<file path="config.mk">
export PLATFORM = sky130hd
export DESIGN_NAME = irq_ctl
export DESIGN_NICKNAME = d
export VERILOG_FILES = /design/src/rtl/irq_ctl.sv
export SDC_FILE = /design/constraint.sdc
export NUM_CORES = 1
export LEC_CHECK = 0
export CAP_MARGIN = 15
export CORE_MARGIN = 5
export CORE_UTILIZATION = 32
export CTS_BUF_LIST = sky130_fd_sc_hd__clkbuf_16
export CTS_CLUSTER_DIAMETER = 60
export DETAILED_ROUTE_END_ITERATION = 12
export GPL_TIMING_DRIVEN = 0
export PLACE_DENSITY = 0.88
export SYNTH_ARGS = -nofsm -noshare
export SYNTH_HDL_FRONTEND = slang
export SYNTH_SLANG_ARGS = --single-unit
</file>
<file path="constraint.sdc">
create_clock -name clk -period 2.76 [get_ports clk]
set_input_delay 0.552 -clock clk [delete_from_list [all_inputs] [get_ports clk]]
set_output_delay 0.552 -clock clk [all_outputs]
set_load 0.01 [all_outputs]
</file>
<file path="src/rtl/irq_ctl.sv">
// irq_ctl: 8-source rising-edge interrupt controller with a 32-byte memory-mapped register window.
// Define IRQ_CTL_COUNT_EN to add the edge COUNT register at offset 0x10.
module irq_ctl #(
    parameter logic [31:0] BASE = 32'hFFFF_0000
) (
    input  logic        clk,
    input  logic        reset,
    input  logic [7:0]  src,
    input  logic [31:0] memAddr,
    input  logic [31:0] memWriteData,
    input  logic        MemRead,
    input  logic        MemWrite,
    output logic [31:0] rdata,
    output logic        hit,
    output logic        irq
);
    logic [7:0]  src_q;
    logic [7:0]  pending;
    logic [7:0]  mask;
    logic [7:0]  rise;
    logic [7:0]  clr;
    logic [7:0]  status;
    logic [2:0]  sel;
    logic        wr;
    logic [4:0]  idx;
    logic [31:0] id;
    logic [31:0] cnt_val;
    logic [31:0] reg_val;
    logic        unused;

    assign hit    = memAddr[31:5] == BASE[31:5];
    assign sel    = memAddr[4:2];
    assign wr     = hit & MemWrite;
    assign rise   = src & ~src_q;
    assign clr    = (wr && sel == 3'd0) ? memWriteData[7:0] : 8'd0;
    assign status = pending & mask;
    assign id     = {|status, 26'd0, idx};
    assign unused = ^{memAddr[1:0], memWriteData[31:8]};

    always_comb begin
        idx = 5'd0;
        for (int i = 7; i >= 0; i--)
            if (status[i]) idx = i[4:0];
    end

`ifdef IRQ_CTL_COUNT_EN
    logic [31:0] count;
    assign cnt_val = count;
    always_ff @(posedge clk)
        if (reset)
            count <= 32'd0;
        else
            count <= (wr && sel == 3'd4) ? 32'd0 : count + {31'd0, |rise};
`else
    assign cnt_val = 32'd0;
`endif

    always_comb
        reg_val = sel == 3'd0 ? {24'd0, pending} :
                  sel == 3'd1 ? {24'd0, mask} :
                  sel == 3'd2 ? {24'd0, status} :
                  sel == 3'd3 ? id :
                  sel == 3'd4 ? cnt_val : 32'd0;

    assign rdata = (hit & MemRead) ? reg_val : 32'd0;

    // src_q resets high so sources already asserted at reset release are not seen as edges
    always_ff @(posedge clk)
        if (reset) begin
            src_q   <= 8'hFF;
            pending <= 8'd0;
            mask    <= 8'd0;
            irq     <= 1'b0;
        end else begin
            src_q   <= src;
            pending <= (pending & ~clr) | rise;
            mask    <= (wr && sel == 3'd1) ? memWriteData[7:0] : mask;
            irq     <= |status;
        end
endmodule

</file>
# [Word-level counts from Yosys, hierarchy flattened]
# Index checks and enable logic that the tools add are counted.
[totals] output_inout_bits=34 word_cells=34 reg_bits=25 inputBits=76
[op_classes] n_bitwise=8 n_eq_ne=4 mux=14 n_reduce_logical=4
[op_table] operator="32-bit two-way mux" count=5
[op_table] operator="5-bit two-way mux" count=6
[op_table] operator="27-bit == test (second input constant)" count=1
[op_table] operator="8-bit bitwise AND" count=3
[op_table] operator="8-bit inverter" count=2
[op_table] operator="8-bit two-way mux" count=1
[op_table] operator="8-bit OR" count=1
[op_table] operator="8-bit OR reduction" count=1
[op_table] operator="3-bit by 2-bit == test with 1-bit output (second input constant)" count=2
[op_table] operator="3-bit two-way mux" count=2
[op_table] operator="3-bit by 1-bit == test with 1-bit output (second input constant)" count=1
[op_table] operator="3-bit logical NOT" count=1
[op_table] operator="1-bit bitwise AND" count=2
[op_table] operator="1-bit logical AND" count=2

# [Longest topological paths before layout]
[logic_depth] word_depth=14 mapped_depth=6

# [Worst setup path before layout]
# Ideal clock, no wire load.
[synth_timing] path_kind="input port to output port" startpoint="input port memAddr[8]" endpoint="output port rdata[31]" arrival_ns=2.388 setup_slack_ns=-0.180 path_stages=4 n_path_buf=0 cell_sequence="or4_4 > or4_4 > or3_4 > nor4_1"
[synth_via] elab_chain_len=3
[synth_rtl] element="from (decl)" line="9" text="input logic [31:0] memAddr,"
[synth_rtl] element="27-bit == test" line="31" text="assign hit = memAddr[31:5] == BASE[31:5];"
[synth_rtl] element="1-bit bitwise AND" line="65" text="assign rdata = (hit & MemRead) ? reg_val : 32'd0;"
[synth_rtl] element="32-bit two-way mux" line="65"
[synth_rtl] element="to (decl)" line="13" text="output logic [31:0] rdata,"
# No other way between the ends.

# [Final worst setup path]
[layout_timing] startpoint="input port memAddr[5]" endpoint="output port rdata[3]"
# The elaborated chain is that of the path after synthesis.

==> impl_metrics.ini <==
[routing]
firstDrtPassIters = 4
dr_total_vias = 1831
wl_met2_um = 2720
drt_iter0_markers = 147
topRoutingLayerUsed = met4
wl_um = 5190
antenna_left = 0
routed_via_density = 4.98
route.met3.wl_um = 443
wl_met1_um = 1900
route.detailed.drc = 0
wl_per_cell_um = 14.1

[clock_network]
cts_sinks = 25
cts-buffers-inserted = 3
cts_root_buf = clkbuf_16
htreeDepth = 1
cts_hold_buf = 0
clk_latency_ns = 0.26
cts_buffer_depth = 2
cts_tree = built
path_clk_slew_ns = 0.06

[global_routing]
grt_max_degree = 14
grt.total_usage = 0.159
grt-ovfl-total = 0
antenna_found_initial = 0
grt_pass1_wl_um = 8110
grt_pass1_vias = 1818

[setup_path]
start_kind = input port
path_max_fanout = 4
r2r_slack_ns = 1.63
r2r-start = pending[3]
end_kind = output port
timing.rr.end = irq
reg2regPathDepth = 3
required_ns = 2.21
critical_path_class = input port to output port
crit_arrival_ns = 2.56

[timing]
finalWorstSetupSlack_ns = -0.355
hold_viol_final = 0
relSlewSlack = 0.449
period_share = 1.13
worst-slew-pin-transition_ns = 0.821
clock-skew-final_ns = 0.00349
layout_min_cycle_time_ns = 3.11
fmax_ghz = 0.321
setup_viol = 10
rsz0062_at_grt = true
slew_violations = 0

[synth]
synth_commonest_cells = dfxtp_1 (25), buf_4 (23), a21oi_1 (20), nor2b_1 (20), o21ai_0 (16)
ys_ff_latch = 25
postSynthAreaPerCell_um2 = 8.02
synth.area.top_cells = dfxtp_1 (32%), buf_4 (11%), nor2b_1 (7.9%)
synth_flop_cell = dfxtp_1
syn_inst = 198
synth-edff-count = 0
synth_top_area_frac = 0.315
yosysTopAreaCell = dfxtp_1
netlist_area_mm2 = 0.00159
yosysMostFrequentCell = dfxtp_1
async_flop_share = 0
ys_seq_area_frac = 0.315
ys.warnings.count = 0
synth_cell_types = 38

[die]
dieArea_mm2 = 0.00647
die_w_um = 80.4
start_util = 0.332
coreArea_mm2 = 0.00479
rows = 25
ios = 110
die_y_um = 80.4

[finish]
final_cell_count_no_fill = 368
drive_gt1_frac = 0.296
nFillCells = 444
nets = 378
fin_util = 0.557
area_delta_synth_final_pct = 67.9
diodes = 0

[hold_path]
whs_endpoint = mask[7]
hold_depth = 2
hp-start = mask[7]
min_path_type = register to register

[power_and_ir_drop]
power_frac_seq = 0.438
p_clk_frac = 0.363
switching_power_uw = 204
vdd_drop_max_mv = 0.242
p_sw_frac = 0.232
power.density_mw_per_mm2 = 329
p_leak_nw = 1.08
p_int_uw = 672
power_frac_comb = 0.200

[place]
dp_slack_ns = -1.05
routabilityCongestion = 0.833
portBuffers = 59
hpwlAfterDp_um = 3720
placed_cells = 346

[job]
cap_violations = 0

[run_status]
violations = negative setup slack
outcome = finished with violations
## flip-flops by register name, indices dropped and copies added, names as in the netlist
signal,cells
pending,8
src_q,8
irq,1
mask,8
## worst max-delay path by stage
stage           startpoint  endpoint  slack [ns]  depth (start not counted)
5_1_grt         memAddr[5]  rdata[7]       -0.40                          7
2_1_floorplan   memAddr[6]  rdata[6]       -0.03                          4
3_3_place_gp   memAddr[25]  rdata[0]       -1.05                          6
3_5_place_dp   memAddr[25]  rdata[6]       -1.05                          6
4_1_cts         memAddr[9]  rdata[7]       -0.40                          7
6_report        memAddr[5]  rdata[3]       -0.35                          7
## cell families (layout without fill, tap and decap cells)
family | Yosys count | count (layout) | synth area share
AND/OR/NAND/NOR | 84 | 84 | 0.332
AO/OA/AOI/OAI | 57 | 57 | 0.222
buffers and inverters | 31 | 112 | 0.128
flip-flops | 25 | 25 | 0.315
other | 1 | 23 | 0.00236
## cells in the final DEF (no fill, tap or decap), types with 10 or more instances in the layout
cell / count
a21oi_1: 15
buf_2: 10
buf_4: 37
clkdlybuf4s50_1: 31
conb_1: 23
dfxtp_1: 25
dlygate4sd2_1: 10
nand2_1: 14
nor2b_1: 20
o21ai_0: 16
o21bai_1: 10
## cell type report
class,count,area [um2],area share
multi-input cells,164,1100,0.413
repair buffers,78,701,0.263
flip-flops and latches,25,500,0.188
plain buffers,29,196,0.0737
well taps,67,83.8,0.0314
clock buffers,3,75.1,0.0282
clock inverters,1,3.75,0.00141
inverters,1,3.75,0.00141
## power by group through the flow
| stage | combinational [mW] | clock [mW] | sequential, mW |
|---|---|---|---|
| finish | 0.175 | 0.318 | 0.383 |
| detailed placement | 0.167 | 0 | 0.391 |
| global route | 0.190 | 0.338 | 0.384 |
| floorplan | 0.0858 | 0 | 0.388 |
| global placement | 0.163 | 0 | 0.390 |
| CTS | 0.165 | 0.320 | 0.383 |
## stage by stage
| stage | power [mW] | hold WS (ns) | TNS, ns | cell area (um2) |
|---|---|---|---|---|
| floorplan | 0.473 | 0.459 | -0.0992 | 1760 |
| global placement | 0.553 | 0.474 | -11.78 | 2430 |
| detailed placement | 0.557 | 0.482 | -13.15 | 2430 |
| CTS | 0.867 | 0.498 | -4.00 | 2610 |
| global route | 0.912 | 0.541 | -3.52 | 2670 |
| finish | 0.876 | 0.503 | -3.02 | 2670 |
## critical path: stages
cell and delay, ns:
buf_6 0.09, or4bb_4 0.53, or4_4 0.52, or4_4 0.49, buf_12 0.16, a21oi_4 0.11
buf_6 0.11
## routing by layer
layer | up-vias | global-route usage
met3 | 13 | 0.0460
li1 | 882 | -
met5 | - | 0
met2 | 86 | 0.292
met1 | 850 | 0.170
met4 | 0 | 0.0608
## timing repair
action | CTS | global route
buffers inserted | 18 | 0
endpoints found under the setup margin | 17 | 15
resized for setup | 79 | 11
pin swaps | 6 | 4
(Power assumes the default switching activity.)
